`config.mk`:
```
export PLATFORM = sky130hd
export DESIGN_NAME = uart_rx_engine
export DESIGN_NICKNAME = d
export VERILOG_FILES = /design/src/rtl/uart_rx_engine_pkg.sv /design/src/rtl/uart_rx_engine_fifo.sv /design/src/rtl/uart_rx_engine.sv
export SDC_FILE = /design/constraint.sdc
export NUM_CORES = 1
export LEC_CHECK = 0
export ABC_CLOCK_PERIOD_IN_PS = 5090
export BUFFER_PORTS_ARGS = -buffer_cell sky130_fd_sc_hd__buf_2
export CORE_ASPECT_RATIO = 2
export CORE_MARGIN = 2
export CORE_UTILIZATION = 35
export DETAILED_ROUTE_END_ITERATION = 6
export MAX_ROUTING_LAYER = met4
export SLEW_MARGIN = 10
export SYNTH_ARGS = -nofsm -noshare
export SYNTH_HDL_FRONTEND = slang
export SYNTH_SLANG_ARGS = --single-unit
```
`constraint.sdc`:
```
create_clock -name clk -period 5.09 [get_ports clk]
set_input_delay 1.527 -clock clk [delete_from_list [all_inputs] [get_ports clk]]
set_output_delay 1.527 -clock clk [all_outputs]
set_load 0.02 [all_outputs]
```
`src/rtl/uart_rx_engine_pkg.sv`:
```
// Shared definitions for the UART receive path: FSM states, oversampling constants
// and the oversampling divider calculation.
package uart_rx_engine_pkg;

    typedef enum logic [2:0] {
        StIdle,
        StStart,
        StData,
        StParity,
        StStop,
        StBreak
    } rx_state_e;

    localparam int unsigned OsRate    = 16;
    localparam logic [3:0]  SampleLo  = 4'd7;
    localparam logic [3:0]  SampleMid = 4'd8;
    localparam logic [3:0]  SampleHi  = 4'd9;

    // Rounded CLK_FREQ / (OsRate * BAUD), never below 1.
    function automatic int unsigned calc_os_div(input int unsigned clk_freq,
                                                input int unsigned baud);
        int unsigned div;
        div = (clk_freq + (OsRate * baud) / 2) / (OsRate * baud);
        return (div == 0) ? 1 : div;
    endfunction

    function automatic logic majority3(input logic a, input logic b, input logic c);
        return (a & b) | (a & c) | (b & c);
    endfunction

endpackage

```
`src/rtl/uart_rx_engine_fifo.sv`:
```
// Show-ahead byte FIFO for received UART data. Pops are ignored when empty; a push while
// full is accepted only if a pop happens in the same cycle.
module uart_rx_engine_fifo #(
    parameter int unsigned DEPTH = 8
) (
    input  logic       clk,
    input  logic       rst,
    input  logic       wr_en,
    input  logic [7:0] din,
    input  logic       rd_en,
    output logic [7:0] dout,
    output logic       empty,
    output logic       full
);

    localparam int unsigned Aw = $clog2(DEPTH);

    logic [Aw:0] wr_ptr_q, rd_ptr_q;
    logic [7:0]  mem_q [DEPTH];
    logic        do_rd, do_wr;

    // Extra pointer MSB separates full (MSBs differ) from empty (pointers equal).
    assign empty = (wr_ptr_q == rd_ptr_q);
    assign full  = (wr_ptr_q[Aw] != rd_ptr_q[Aw]) && (wr_ptr_q[Aw-1:0] == rd_ptr_q[Aw-1:0]);
    assign do_rd = rd_en && !empty;
    assign do_wr = wr_en && (!full || do_rd);
    assign dout  = mem_q[rd_ptr_q[Aw-1:0]];

    always_ff @(posedge clk) begin
        if (rst) begin
            wr_ptr_q <= '0;
            rd_ptr_q <= '0;
        end else begin
            if (do_wr) wr_ptr_q <= wr_ptr_q + 1'b1;
            if (do_rd) rd_ptr_q <= rd_ptr_q + 1'b1;
        end
    end

    always_ff @(posedge clk) begin
        if (do_wr) mem_q[wr_ptr_q[Aw-1:0]] <= din;
    end

endmodule

```
`src/rtl/uart_rx_engine.sv`:
```
// UART receive engine: 16x oversampled deserialiser with framing/overrun detection and a
// show-ahead FIFO. Define UART_PARITY_EN for 8E1 frames with parity checking (8N1 otherwise).
module uart_rx_engine
    import uart_rx_engine_pkg::*;
#(
    parameter int unsigned CLK_FREQ   = 50000000,
    parameter int unsigned BAUD       = 115200,
    parameter int unsigned FIFO_DEPTH = 8
) (
    input  logic       clk,
    input  logic       rst,
    input  logic       uart_rx,
    input  logic       rd_en,
    input  logic       err_clr,
    output logic [7:0] rx_data,
    output logic       rx_valid,
    output logic       rx_busy,
    output logic       frame_err,
    output logic       overrun,
    output logic       parity_err
);

    localparam int unsigned OsDiv = calc_os_div(CLK_FREQ, BAUD);
    localparam int unsigned DivW  = (OsDiv > 1) ? $clog2(OsDiv) : 1;

    rx_state_e   state_q;
    logic        rx_meta_q, rx_sync_q, rx_prev_q;
    logic [DivW-1:0] div_cnt_q;
    logic [3:0]  smp_cnt_q;
    logic        smp_lo_q, smp_mid_q;
    logic [7:0]  shift_q;
    logic [2:0]  bit_cnt_q;
    logic        frame_err_q, overrun_q;

    logic        start_edge, os_tick, bit_done, bit_val;
    logic        push, frame_set, overrun_set;
    logic [7:0]  fifo_dout;
    logic        fifo_empty, fifo_full;

    assign start_edge = (state_q == StIdle) && rx_prev_q && !rx_sync_q;
    assign os_tick    = (div_cnt_q == DivW'(OsDiv - 1));
    assign bit_done   = os_tick && (smp_cnt_q == SampleHi);
    assign bit_val    = majority3(smp_lo_q, smp_mid_q, rx_sync_q);

    assign push        = (state_q == StStop) && bit_done && bit_val;
    assign frame_set   = (state_q == StStop) && bit_done && !bit_val;
    assign overrun_set = push && fifo_full && !(rd_en && rx_valid);

    // Synchroniser, edge register and frame-aligned oversampling timebase.
    always_ff @(posedge clk) begin
        if (rst) begin
            rx_meta_q <= 1'b1;
            rx_sync_q <= 1'b1;
            rx_prev_q <= 1'b1;
            div_cnt_q <= '0;
            smp_cnt_q <= '0;
            smp_lo_q  <= 1'b1;
            smp_mid_q <= 1'b1;
        end else begin
            rx_meta_q <= uart_rx;
            rx_sync_q <= rx_meta_q;
            rx_prev_q <= rx_sync_q;
            if (start_edge) begin
                div_cnt_q <= '0;
                smp_cnt_q <= '0;
            end else if (os_tick) begin
                div_cnt_q <= '0;
                smp_cnt_q <= smp_cnt_q + 1'b1;
            end else begin
                div_cnt_q <= div_cnt_q + 1'b1;
            end
            if (os_tick && smp_cnt_q == SampleLo)  smp_lo_q  <= rx_sync_q;
            if (os_tick && smp_cnt_q == SampleMid) smp_mid_q <= rx_sync_q;
        end
    end

    always_ff @(posedge clk) begin
        if (rst) begin
            state_q   <= StIdle;
            shift_q   <= '0;
            bit_cnt_q <= '0;
        end else begin
            unique case (state_q)
                StIdle: begin
                    if (start_edge) state_q <= StStart;
                end
                StStart: begin
                    bit_cnt_q <= '0;
                    if (bit_done) state_q <= bit_val ? StIdle : StData;
                end
                StData: begin
                    if (bit_done) begin
                        shift_q   <= {bit_val, shift_q[7:1]};
                        bit_cnt_q <= bit_cnt_q + 1'b1;
                        if (bit_cnt_q == 3'd7) begin
`ifdef UART_PARITY_EN
                            state_q <= StParity;
`else
                            state_q <= StStop;
`endif
                        end
                    end
                end
`ifdef UART_PARITY_EN
                StParity: begin
                    if (bit_done) state_q <= StStop;
                end
`endif
                StStop: begin
                    if (bit_done) state_q <= bit_val ? StIdle : StBreak;
                end
                StBreak: begin
                    if (rx_sync_q) state_q <= StIdle;
                end
                default: state_q <= StIdle;
            endcase
        end
    end

    // Sticky flags: a set in the same cycle as err_clr wins.
    always_ff @(posedge clk) begin
        if (rst) begin
            frame_err_q <= 1'b0;
            overrun_q   <= 1'b0;
        end else begin
            if (frame_set)    frame_err_q <= 1'b1;
            else if (err_clr) frame_err_q <= 1'b0;
            if (overrun_set)  overrun_q   <= 1'b1;
            else if (err_clr) overrun_q   <= 1'b0;
        end
    end

`ifdef UART_PARITY_EN
    logic parity_err_q;
    logic parity_set;

    // Even parity: the parity bit must equal the XOR of the data bits.
    assign parity_set = (state_q == StParity) && bit_done && (bit_val != ^shift_q);

    always_ff @(posedge clk) begin
        if (rst) begin
            parity_err_q <= 1'b0;
        end else if (parity_set) begin
            parity_err_q <= 1'b1;
        end else if (err_clr) begin
            parity_err_q <= 1'b0;
        end
    end

    assign parity_err = parity_err_q;
`else
    assign parity_err = 1'b0;
`endif

    uart_rx_engine_fifo #(
        .DEPTH (FIFO_DEPTH)
    ) u_fifo (
        .clk   (clk),
        .rst   (rst),
        .wr_en (push),
        .din   (shift_q),
        .rd_en (rd_en),
        .dout  (fifo_dout),
        .empty (fifo_empty),
        .full  (fifo_full)
    );

    assign rx_valid  = !fifo_empty;
    assign rx_data   = rx_valid ? fifo_dout : 8'h00;
    assign rx_busy   = (state_q != StIdle);
    assign frame_err = frame_err_q;
    assign overrun   = overrun_q;

endmodule

```
==> summary.md <==
| Metric | Value |
|---|---|
| Met3 Use GR | about 2.4% |
| Worst hold stages | 1 |
| Clock slew at reported path FFs | 0.08 ns |
| Async S/R FF share, synth | 0% |
| Clock latency on the worst-skew pair | 0.34 ns |
| Critical path arrival | 2.13 ns |
| Mapped Nets | between 300 and 400 |
| Max cap viols | 0 |
| Fmax | ~0.27 GHz |
| Setup bufs post-CTS | 0 |
| Status | finished clean |
| Vias/cell | between 5 and 6 |
| Biggest area consumer among synthesized cells | edfxtp_1 |
| Switch share | between 20 and 25% |
| Min-Delay Path Class | reg2reg |
| Synth cell count leaders | edfxtp_1 (64), dfxtp_1 (41), nor2_1 (37) |
| Post-synthesis sequential area ratio | roughly three fifths |
| Most common cell in the netlist | edfxtp_1 |
| Final WL | a little under 8 mm |
| H-tree depth | 3 |
| Grt met1 use | about an eighth |
| Main flop type after synthesis | edfxtp_1 |
| Drt wl/cell | roughly 16 um |
| Period utilization | between 70 and 80% |
| Iter 0 DRT Violations | 204 |
| Seq pwr share | between 50 and 60% |
| Root buf cell | clkbuf_16 |
| Area grow syn2layout | 10.90% |
| Type of the worst setup path | reg2out |
| Vias | 2,421 |
| Initial antenna violation count | 0 |
| Synth Warn # | 0 |
| Antenna-violating nets left | 0 |
| Worst setup SP type | flop |
| Die area | about 14,000 um2 |
| Layout cells sized above 1 | around a fifth |
| Global-route wire length before repair | 12.61 mm |
| Initial core utilization | 35.85% |
| Post-Syn Instances | 313 |
| # clock sinks | ~110 |
| Cell-internal power | about 1.3 mW |
| DP Wirelength | between 5 and 6 mm |
| Die height | around 160 um |
| Setup violators final | 0 |
| Final Critical Period | between 3 and 4 ns |
| Count of input and output buffers | 16 |
| Setup Skew | approximately 0.011 ns |
| TritonCTS buffer count | 9 |
| Seq cells post-synth | ~110 |
| Most used routing layer in global routing | met2 |
| Ant. Diodes | 0 |
| M2 GR Usage | roughly 23% |
| Overall power | about 1.6 mW |
| Quantity of hold-fixing buffers added after cts | 0 |
| Fin. Hold Viols | 0 |
| Io pins | 18 |
| DRC Markers | 0 |
| Maximum buffer depth of the clock tree | 2 |
| Grt ovf | 0 |
| Combinational power share | under 10% |
| Setup TNS | 0 ns |
| EDFF count, synth | 64 |
| Gr usage total | 12.15% |
| Max Fanout on Critical Path | 11 |
| Slew Limit Fails | 0 |
| PwrDens | 324.2 nW/um2 |
| Worst-margin pin slew | between 0.8 and 0.9 ns |
| Pleak | 1.755 nW |
| Data required time of the critical path | approximately 3.6 ns |
| Core ar. | roughly 13,000 um2 |
| Max rail drop VDD | roughly 0.23 mV |
| Clock share of power | about two fifths |
| Reg2reg path depth | 6 |
| Post-layout nets | around 340 |
| Vias in the first global route | between 2,000 and 2,500 |
| Psw | around 0.35 mW |
| Critical Path End Type | primary output |
| DRT Pass-1 Iters | 4 |
| DIE WIDTH | ~84 um |
| Post-cts resize count | 0 |
| Post-Syn Area | 4501 um2 |
| Netlist cell types | 55 |
| Area contributors post-synth | edfxtp_1 (43%), dfxtp_1 (18%), mux4_2 (8.0%), mux2i_1 (4.4%), nor2_1 (3.1%) |
| Rows | 58 |
| RD Place Congestion | roughly 0.75 |
| Mean post-synth cell area | ~14 um2 |
| CTS tree | yes |
| Flop2flop setup slack | between 2 and 2.5 ns |
| RSZ-0062 raised after global routing | false |
| Largest net degree at the start of global routing | 39 |
| Worst slew margin | around 43% |
| Top-area cell type share of the netlist area | a little over two fifths |
-- cells in the final DEF (no fill, tap or decap), drive strengths merged, types with 5 or more instances in the layout --
| cell type | synthesis | layout |
|---|---|---|
| a21oi | 8 | 8 |
| dfxtp | 41 | 41 |
| ha | 9 | 9 |
| xor2 | 10 | 10 |
| mux2i | 20 | 20 |
| edfxtp | 64 | 64 |
| inv | 9 | 13 |
| nor2b | 5 | 5 |
| nand3 | 5 | 5 |
| and4b | 5 | 5 |
| nand2 | 5 | 5 |
| nand2b | 5 | 5 |
| clkbuf | 7 | 10 |
| mux4 | 16 | 16 |
| buf | 12 | 18 |
| nor2 | 37 | 37 |
-- cell families (layout without fill, tap and decap cells) --
kind of cell / Yosys count / in the layout / synth area share [%]
compound gates: 25 / 25 / 4.949
xor+xnor: 12 / 12 / 2.836
fa+ha+maj: 10 / 10 / 2.725
buf+inv: 28 / 43 / 3.058
flops: 105 / 105 / 60.94
mux: 40 / 40 / 13.46
other cells: 1 / 1 / 0.08332
simple gates: 92 / 92 / 11.95
-- per-stage QoR --
step | worst slack, ns | cell area, um2 | std cells | util (%) | hold WS [ns]
after CTS | 1.367 | 4991 | 478 | 39.75 | 0.4262
after global routing | 1.243 | 4991 | 478 | 39.75 | 0.4356
after detailed placement | 1.748 | 4705 | 462 | 37.47 | 0.4055
final | 1.431 | 4991 | 478 | 39.75 | 0.4200
after global placement | 1.776 | 4705 | 462 | 37.47 | 0.3942
after floorplan | 1.410 | 4501 | 313 | - | 0.3895
-- path summary, 6_finish.rpt --
check | start | end
worst max register to register | div_cnt_q[0] | u_fifo.mem_q[5][7]
worst min register to register | rx_meta_q | rx_sync_q
worst max-delay path | flop | rx_data[2]
worst min-delay path | rx_meta_q | rx_sync_q
-- per-layer routing --
| layer | wire, um | vias up |
|---|---|---|
| li1 | - | 1176 |
| met1 | 2880 | 1207 |
| met2 | 4538 | 29 |
| met3 | 146 | 9 |
| met4 | 125 | 0 |
| met5 | 0 | - |
-- cell type report --
class,instances,area (um2)
fill,1174,7564
sequential,105,2743
multi-input combinational,180,1645
tap,150,187.7
clock buffer,10,229.0
clock inverter,6,57.56
inverter,9,33.78
timing repair buffer,18,95.09
-- state kept, by name, summed over array words and instances (netlist names), named ones only --
name and flops:
state_q 3, smp_lo_q 1, shift_q 8, u_fifo.rd_ptr_q 4
div_cnt_q 5, frame_err 1, rx_sync_q 1, rx_meta_q 1
smp_mid_q 1, u_fifo.mem_q 64, bit_cnt_q 3, overrun 1
rx_prev_q 1, u_fifo.wr_ptr_q 4, smp_cnt_q 4
-- worst max-delay path: stages (launching register included) --
cell and delay [ns]:
dfxtp_1 0.54, buf_4 0.32, mux4_2 0.56, mux2i_1 0.16, nor2_1 0.06, buf_2 0.15
-- power by group through the flow --
stage	Sequential (mW)	Clock, mW	Combinational (mW)
2_1_floorplan	0.921	0	0.0538
3_3_place_gp	0.928	0	0.0531
3_5_place_dp	0.928	0	0.0541
4_1_cts	0.909	0.672	0.0545
5_1_grt	0.910	0.716	0.0580
6_report	0.909	0.656	0.0535
No activity file was read; power rests on OpenSTA's default activity.
